<file path="config.mk">
export PLATFORM = sky130hd
export DESIGN_NAME = frame_ram_arbiter
export DESIGN_NICKNAME = d
export VERILOG_FILES = /design/src/rtl/frame_ram_arbiter.sv
export SDC_FILE = /design/constraint.sdc
export NUM_CORES = 1
export LEC_CHECK = 0
export ABC_AREA = 1
export BUFFER_PORTS_ARGS = -buffer_cell sky130_fd_sc_hd__buf_2
export CORE_ASPECT_RATIO = 1.75
export CORE_UTILIZATION = 40
export DETAILED_ROUTE_END_ITERATION = 7
export PLACE_DENSITY_LB_ADDON = 0.3
export REMOVE_ABC_BUFFERS = 1
export SETUP_SLACK_MARGIN = 0.05
export SLEW_MARGIN = 15
export SYNTH_ARGS = -nofsm -noshare
export SYNTH_HDL_FRONTEND = slang
export SYNTH_SLANG_ARGS = --single-unit
</file>
<file path="constraint.sdc">
create_clock -name Clk -period 3.15 [get_ports Clk]
set_input_delay 0.4725 -clock Clk [delete_from_list [all_inputs] [get_ports Clk]]
set_output_delay 0.4725 -clock Clk [all_outputs]
set_load 0.02 [all_outputs]
</file>
<file path="src/rtl/frame_ram_arbiter.sv">
// Round-robin arbiter for the frame RAM read port: recognition engine (port 0)
// and dump streamer (port 1). Grants are combinational; read data returns 1 cycle later.
module frame_ram_arbiter #(
  parameter int ADDR_W    = 15,
  parameter int DATA_W    = 8,
  parameter int MAX_BURST = 16
) (
  input  logic              Clk,
  input  logic              i_Rst,
  input  logic              i_Load_Active,
  input  logic              i_Req0,
  input  logic [ADDR_W-1:0] i_Addr0,
  output logic              o_Gnt0,
  output logic              o_Valid0,
  output logic [DATA_W-1:0] o_Data0,
  input  logic              i_Req1,
  input  logic [ADDR_W-1:0] i_Addr1,
  output logic              o_Gnt1,
  output logic              o_Valid1,
  output logic [DATA_W-1:0] o_Data1,
  output logic [ADDR_W-1:0] o_Ram_Addr,
  output logic              o_Ram_Rd_En,
  input  logic [DATA_W-1:0] i_Ram_Data,
  output logic [1:0]        o_Owner,
  output logic              o_Busy
);

  localparam int CNT_W = $clog2(MAX_BURST + 1);
  localparam logic [CNT_W-1:0] MAX_CNT = CNT_W'(MAX_BURST);

  typedef enum logic [1:0] {
    OWN_NONE = 2'b00,
    OWN_P0   = 2'b01,
    OWN_P1   = 2'b10
  } owner_t;

  owner_t            owner_reg, owner_next;
  logic              last_winner_reg, last_winner_next;
  logic [CNT_W-1:0]  burst_cnt_reg, burst_cnt_next;
  logic [1:0]        valid_reg;
  logic              sel_reg;

  logic [1:0]        req;
  logic [1:0]        gnt;
  logic [1:0]        valid_out;
  logic              cur_port;
  logic              keep_owner;
  logic              new_port;

  assign req = {i_Req1, i_Req0};

  // The owner may continue while under its burst budget, or indefinitely if
  // the other port is idle.
  assign cur_port   = (owner_reg == OWN_P1);
  assign keep_owner = (owner_reg != OWN_NONE) && req[cur_port] &&
                      ((burst_cnt_reg < MAX_CNT) || !req[!cur_port]);

  always_comb begin
    gnt              = 2'b00;
    owner_next       = OWN_NONE;
    last_winner_next = last_winner_reg;
    burst_cnt_next   = '0;
    new_port         = 1'b0;
    if (i_Rst || i_Load_Active) begin
      gnt = 2'b00;
    end else if (keep_owner) begin
      gnt[cur_port]  = 1'b1;
      owner_next     = owner_reg;
      burst_cnt_next = (burst_cnt_reg == MAX_CNT) ? MAX_CNT : burst_cnt_reg + 1'b1;
    end else if (|req) begin
      // A tie goes to the port that did not win last; otherwise the lone requester.
      new_port         = (&req) ? !last_winner_reg : req[1];
      gnt[new_port]    = 1'b1;
      owner_next       = new_port ? OWN_P1 : OWN_P0;
      last_winner_next = new_port;
      burst_cnt_next   = CNT_W'(1);
    end
  end

  always_ff @(posedge Clk) begin
    if (i_Rst) begin
      owner_reg       <= OWN_NONE;
      last_winner_reg <= 1'b1;
      burst_cnt_reg   <= '0;
      valid_reg       <= 2'b00;
      sel_reg         <= 1'b0;
    end else begin
      owner_reg       <= owner_next;
      last_winner_reg <= last_winner_next;
      burst_cnt_reg   <= burst_cnt_next;
      valid_reg       <= gnt;
      if (|gnt) begin
        sel_reg <= gnt[1];
      end
    end
  end

  // A read in flight when reset arrives is dropped rather than reported.
  generate
    for (genvar gi = 0; gi < 2; gi++) begin : g_valid
      assign valid_out[gi] = valid_reg[gi] & ~i_Rst;
    end
  endgenerate

  assign o_Gnt0      = gnt[0];
  assign o_Gnt1      = gnt[1];
  assign o_Valid0    = valid_out[0];
  assign o_Valid1    = valid_out[1];
  assign o_Data0     = i_Ram_Data;
  assign o_Data1     = i_Ram_Data;
  assign o_Ram_Rd_En = |gnt;
  assign o_Ram_Addr  = (gnt[1] || (!gnt[0] && sel_reg)) ? i_Addr1 : i_Addr0;
  assign o_Owner     = owner_next;
  assign o_Busy      = o_Ram_Rd_En | valid_out[0] | valid_out[1];

endmodule

</file>
; ---- Yosys cells after proc, flatten, opt, wreduce, memory -nomap -nowiden
; Index checks and enable logic that the tools add are counted.
[classes]
n_addsub = 1
n_lt_le_gt_ge = 6
n_eq_ne = 2
mux = 20
bitwise_logic = 7
n_reduce_logical = 18
[op_table]
columns = op, n
row1 = 2-to-1 mux 15 bit, 1
row2 = 2-to-1 mux 2 bit, 7
row3 = 2-to-1 mux 5 bit, 2
row4 = 2-to-1 mux 1 bit, 8
row5 = "< comparator 1 x 2 -> 1 bit, second input constant", 3
row6 = OR reduction 2 bit, 3
row7 = "adder 5 x 1 -> 5 bit, second input constant", 1
row8 = "equality test 5 bit, second input constant", 1
row9 = logical AND 1 bit, 5
row10 = "< comparator 5 bit, second input constant", 1
row11 = logical NOT 1 bit, 4
row12 = logical OR 1 bit, 3
row13 = NOT 1 bit, 3
row14 = AND reduction 3 bit, 1
row15 = AND 1 bit, 2
row16 = demux 1 bit (select 1 bit), 2
row17 = "equality test 2 bit, second input constant", 1
row18 = ">= comparator 1 bit, second input constant", 2
row19 = OR 1 bit, 2
row20 = AND reduction 2 bit, 1
row21 = nonzero test 2 bit, 1
[word_totals]
ff_bits = 11
output_inout_bits = 39
word_cells = 59

; ---- Depth between registers and ports, before layout
; Gate-level depths: netlist of run 1.
[depth]
ltp_word = 13
depth_mapped = 11

; ---- Worst setup path after synthesis of run 1
; OpenSTA, ideal clock, no wires.
[synth_path]
path_kind = input port to output port
from = input i_Load_Active
to = output o_Ram_Addr[14]
arrival_time_ns = 1.528
required_ns = 2.677
setup_slack_ns = 1.150
path_stages = 8
path_cell_list = nor2_4 inv_1 nor2_4 inv_1 nand2_4 buf_2 nand3_1 nand2_1
[synth_via]
elab_chain_cells = 6
[synth_lines]
columns = item, line
row1 = from (decl), 10  ; input logic i_Load_Active,
row2 = logical OR 1 bit (*), 64  ; if (i_Rst || i_Load_Active) begin
row3 = 2-to-1 mux 2 bit (*), 64
row4 = logical NOT 1 bit, 112  ; assign o_Ram_Addr = (gnt[1] || (!gnt[0] && sel_reg)) ? i_Addr1 : i_Addr0;
row5 = logical AND 1 bit, 112
row6 = logical OR 1 bit (*), 112
row7 = 2-to-1 mux 15 bit (*), 112
row8 = to (decl), 21  ; output logic [ADDR_W-1:0] o_Ram_Addr,
; Mark *: on every way between the ends. The rest lies on a longest branch, timed or not.

; ---- Final worst setup path of run 1
[layout_path]
from = register owner_reg[0]
to = output o_Ram_Addr[9]
[layout_via]
elab_chain_cells = 12
word_cells_on_any_way = 21
[layout_lines]
columns = item, line
row1 = from (decl), 37  ; owner_t owner_reg, owner_next;
row2 = from (signal assigned), 88  ; owner_reg <= owner_next;
row3 = branches (longest 6 deep; another with < comparator 1 x 2 -> 1 bit), -
row4 = 2-to-1 mux 2 bit (*), 66  ; end else if (keep_owner) begin
row5 = 2-to-1 mux 2 bit (*), 64
row6 = logical NOT 1 bit, 112
row7 = logical AND 1 bit, 112
row8 = logical OR 1 bit (*), 112
row9 = 2-to-1 mux 15 bit (*), 112
; Mark *: on every way between the ends. The select of a mux whose other input is x is not followed.

==> impl_metrics.toml, run 1 <==
[route]
wl_per_cell_um = 10.3
num_vias = 995
drt_iter0_markers = 8
wirelength_um = 2120
antenna_left = 0
route.detailed.drc = 0
via_per_inst = 4.81
dr.pass1.iters = 4

[placed_design]
hpwlAfterDp_um = 1740
placedCellCount = 203
gp_congestion = 0.774
dpl_cell_area_um2 = 1100
port_buffers = 57

[setup_path]
end_kind = "primary output"
r2r_start = "owner_reg[0]$_SDFF_PP0_"
crit_arrival_ns = 1.85
worstPathCellList = "inv_2 > nand2_2 > nand2_1 > nand2_2 > nand2_4 > nand2_4 > nand3_4 > nand2_4 > nand2_1 > nand2_1 > buf_2"
crit_family = "simple AND/OR/NAND/NOR gates"
crit_cells = 11
critPathMaxFanout = 19
slowest_stage = "dfxtp_1"
max_stage_delay_ns = 0.44
ff2ff_setup_slack_ns = 1.85
critical_path_required_ns = 2.68
cp_num_buf_inv = 2
reg2regPathDepth = 8
crit_type = "flop to primary output"
cp-start-kind = "flop"
r2r-end = "sel_reg$_SDFFE_PP0P_"

[synthesis]
avgSynthCellArea_um2 = 6.61
yosysSeqAreaShare_pct = 23.6
synthCells = 141
ys_async_sr_fraction_pct = 0
ys_ff_latch = 11
synth_cell_type_count = 20
synth_area_um2 = 932
synth_ff_type = "dfxtp_1"
ys.warnings.count = 0
synth-edff-count = 0

[clock_network]
clk_latency_ns = 0.28
clock-sinks = 11
clkTransAtPathRegs_ns = 0.07
cts_buffers = 3
hold_buffers = 0
ctsLongestPathBuffers = 2
cts_root_buf = "clkbuf_4"
cts.repair.resized = 0
cts_tree = "done"
htreeDepth = 1
post_cts_buffers = 0

[finish]
diodes = 0
stdcell_area_um2 = 1130
fin_nets = 229
largest_register_ffs = 5
final_cells = 207
drive_gt1_share_pct = 38.8
area_growth_pct = 21.2

[sta]
period_needed_ns = 2.32
period_share_pct = 73.7
hold_viol = 0
drv_slew = 0
setup_tns_ns = 0
tightest_slew_ns = 0.250
setup-violations-final = 0
rsz0062_at_grt = "no"
fmax_mhz = 431
whs_ns = 0.438
fin_skew_ns = 0.00418
max_slew_margin_pct = 83.2

[grt]
grt_overflow = 0
antenna_found_initial = 0
grt_pass1_wl_um = 3460
grt_max_degree = 20
grt_pass1_vias = 917
grt_usage_pct = 18.4

[min_path]
hold_depth = 2
whs_endpoint = "sel_reg$_SDFFE_PP0P_"
holdCritStartpoint = "i_Rst"
hold_class = "primary input to flop"

[power]
static-leakage-power_nw = 0.646
ir_drop_v = 0.000149
power_density_nw_per_um2 = 353

[floorplan]
die_y_um = 65.9
row_count = 22
initial_core_util_pct = 43.4
die_area_um2 = 2530
ioPinCount = 82
dieWidth_um = 38.5
core_area_um2 = 2150

[flow_run]
max_cap_viol_count = 0

[outcome]
outcome = "completed"
[synth_stat cells, types with 2 or more instances]
cell | instances | area (µm²)
xor2_1 | 2 | 17.5
ha_1 | 2 | 25.0
inv_1 | 14 | 52.6
o21ai_0 | 3 | 15.0
a2bb2oi_1 | 4 | 35.0
nor2_1 | 13 | 48.8
nand3_1 | 20 | 100
buf_4 | 17 | 128
nor2_4 | 2 | 22.5
nand2_2 | 2 | 12.5
dfxtp_1 | 11 | 220
nand2_4 | 4 | 45.0
nand2_1 | 40 | 150
[final cells by class]
class	count	area [µm²]
inverter	15	56.3
sequential	11	220
timing repair buffer	57	285
multi-input combinational	96	512
tap	24	30.0
fill	223	1020
clock buffer	4	26.3
[placed cells by master (no fill, tap or decap)]
| master | synthesis | layout |
|---|---|---|
| a21oi_1 | 1 | 1 |
| o21ai_0 | 3 | 3 |
| buf_2 | 1 | 57 |
| xor2_1 | 2 | 2 |
| nand3_4 | 1 | 1 |
| nand2_1 | 40 | 40 |
| dfxtp_1 | 11 | 11 |
| inv_2 | 1 | 1 |
| clkbuf_4 | 0 | 3 |
| nand2_2 | 2 | 2 |
| a21oi_2 | 1 | 1 |
| nor2_4 | 2 | 2 |
| clkbuf_1 | 0 | 1 |
| nand2_4 | 4 | 4 |
| inv_1 | 14 | 14 |
| xnor2_1 | 1 | 1 |
| nor2_1 | 13 | 13 |
| nand3_1 | 20 | 20 |
| ha_1 | 2 | 2 |
| a2bb2oi_1 | 4 | 4 |
[report_power, final]
part           internal [mW]  leakage (nW)  switching (mW)
Clock                 0.0492        0.0150          0.0502
Combinational         0.0585         0.541          0.0917
Sequential             0.145        0.0897         0.00458
[how the worst max path moves through the flow]
stage,slack (ns),from,endpoint
finish,0.83,owner_reg[0]$_SDFF_PP0_,o_Ram_Addr[9]
detailed placement,0.95,i_Req0,o_Ram_Addr[9]
CTS,0.81,owner_reg[0]$_SDFF_PP0_,o_Ram_Addr[9]
floorplan,1.23,i_Load_Active,o_Ram_Addr[0]
global route,0.62,owner_reg[0]$_SDFF_PP0_,o_Ram_Addr[5]
global placement,0.97,i_Req1,o_Ram_Addr[0]
[logic make-up after synthesis]
| logic type | after synthesis | share of synthesized area [%] |
|---|---|---|
| AO/OA/AOI/OAI | 9 | 6.84 |
| XOR/XNOR | 3 | 2.82 |
| adder cells (fa/ha/maj) | 2 | 2.68 |
| buffers and inverters | 34 | 21.5 |
| flip-flops | 11 | 23.6 |
| AND/OR/NAND/NOR | 82 | 42.6 |
[stage by stage]
stage	total power, mW	util, %	setup slack, ns
global route	0.420	52.6	0.622
finish	0.399	52.6	0.828
CTS	0.401	52.6	0.814
floorplan	0.246	-	1.23
global placement	0.302	51.4	0.970
detailed placement	0.303	51.4	0.946
[metal layers]
metal | track usage (%) | share of wire [%] | routed length (µm)
met3 | 8.42 | 13 | 284
met2 | 32.1 | 48 | 1020
met1 | 16.9 | 36 | 775
met5 | 0 | 0 | 0
met4 | 9.05 | 2.1 | 44
(Power assumes the default switching activity.)
==> run 2, diff against run 1 <==
- CORE_UTILIZATION: 40 -> 37
- clock period: 3.15 -> 2.37 ns (I/O delays scaled with it)
==> impl_metrics.toml, run 2 (synthesized netlist as in run 1, its figures left out) <==
[outcome]
outcome = "completed"

[clock_network]
cts_root_buf = "clkbuf_8"
post_cts_buffers = 0
clk_latency_ns = 0.24
cts_tree = "done"
clkTransAtPathRegs_ns = 0.05
hold_buffers = 0
ctsLongestPathBuffers = 2
htreeDepth = 1
clock-sinks = 11
cts.repair.resized = 0
cts_buffers = 3

[setup_path]
cp_num_buf_inv = 2
worstPathCellList = "inv_2 > nand2_2 > nand2_1 > nand2_2 > nand2_4 > nand2_4 > nand3_4 > nand2_8 > nand2_1 > nand2_1 > buf_2"
crit_top_cell = "nand2_1"
max_stage_delay_ns = 0.42
crit_family = "simple AND/OR/NAND/NOR gates"
r2r_start = "owner_reg[0]$_SDFF_PP0_"
critPathMaxFanout = 19
slowest_stage = "dfxtp_1"
cp-startpoint = "owner_reg[0]$_SDFF_PP0_"
ff2ff_setup_slack_ns = 1.05
reg2regPathDepth = 8
crit_type = "flop to primary output"
cp-start-kind = "flop"
r2r-end = "sel_reg$_SDFFE_PP0P_"
crit_arrival_ns = 1.78
end_kind = "primary output"
critical_path_required_ns = 2.01

[sta]
hold_viol = 0
setup-violations-final = 0
fin_skew_ns = 0.00164
fmax_mhz = 469
period_share_pct = 90.0
max_slew_margin_pct = 83.1
drv_slew = 0
layout_setup_ws_ns = 0.238
period_needed_ns = 2.13
tightest_slew_ns = 0.253
setup_tns_ns = 0
rsz0062_at_grt = "no"

[finish]
area_growth_pct = 24.3
final_cell_mix = "57 x buf_2, 40 x nand2_1, 20 x nand3_1"
multi_input_area_um2 = 520
num-fill-cells = 222
final_common_cell = "buf_2"
largest_register_ffs = 5
final_util_pct = 49.7
drive_gt1_share_pct = 38.8
fin_nets = 229
seqCellArea_um2 = 220
diodes = 0

[route]
wl_per_cell_um = 10.1
via_per_inst = 4.74
wirelength_um = 2110
dr.pass1.iters = 3
antenna_left = 0
route.detailed.drc = 0
num_vias = 985
drt_iter0_markers = 10

[grt]
grt_pass1_wl_um = 3350
grt_max_degree = 20
grt_overflow = 0
antenna_found_initial = 0
grt_usage_pct = 17.3
grt_pass1_vias = 882

[min_path]
holdCritStartpoint = "i_Rst"
hold_depth = 2
whs_endpoint = "sel_reg$_SDFFE_PP0P_"
hold_class = "primary input to flop"

[power]
power_density_nw_per_um2 = 509
static-leakage-power_nw = 0.655
ir_drop_v = 0.000241

[floorplan]
die_y_um = 68.4
dieWidth_um = 39.9
ioPinCount = 82
initial_core_util_pct = 40.0
row_count = 23
core_area_um2 = 2330
die_area_um2 = 2730

[placed_design]
pre_cts_ws_ns = 0.401
hpwlAfterDp_um = 1780
port_buffers = 57
gp_congestion = 0.719

[flow_run]
max_cap_viol_count = 0
## run 2: through the flow
| step | std cells | hold WS, ns | total power [mW] | area, µm² |
|---|---|---|---|---|
| after CTS | 208 | 0.369 | 0.593 | 1150 |
| after global placement | 204 | 0.489 | 0.401 | 1100 |
| after floorplan | 122 | 0.418 | 0.327 | 788 |
| after detailed placement | 204 | 0.503 | 0.403 | 1100 |
| after global routing | 208 | 0.377 | 0.620 | 1160 |
| final | 208 | 0.362 | 0.590 | 1160 |
## run 2: worst max path at each step
| stage | cells after the start | to | slack [ns] |
|---|---|---|---|
| after floorplan | 8 | o_Ram_Addr[0] | 0.69 |
| after detailed placement | 9 | o_Ram_Addr[14] | 0.40 |
| after global placement | 9 | o_Ram_Addr[8] | 0.43 |
| final | 11 | o_Ram_Addr[14] | 0.24 |
| after global routing | 11 | o_Ram_Addr[14] | 0.07 |
| after CTS | 11 | o_Ram_Addr[14] | 0.20 |
## run 2: layer usage
metal | part of all wire [%] | up-vias | wire [µm] | track usage (%)
met5 | 0 | - | 0 | 0
met3 | 13 | 5 | 267 | 7.14
met2 | 49 | 71 | 1030 | 29.6
li1 | - | 510 | - | -
met1 | 36 | 399 | 763 | 15.9
met4 | 2.3 | 0 | 49 | 10.3
## run 2: area by class of cell
class	instances	area share, %
inverter	15	4.86
tap	25	2.70
clock buffer	4	3.89
sequential	11	19.0
timing repair buffer	57	24.6
multi-input combinational	96	44.9
## run 2: power breakdown
group	switching [mW]	leakage (nW)	internal, mW
combinational	0.123	0.542	0.0785
clock	0.0720	0.0228	0.118
sequential	0.00574	0.0897	0.193
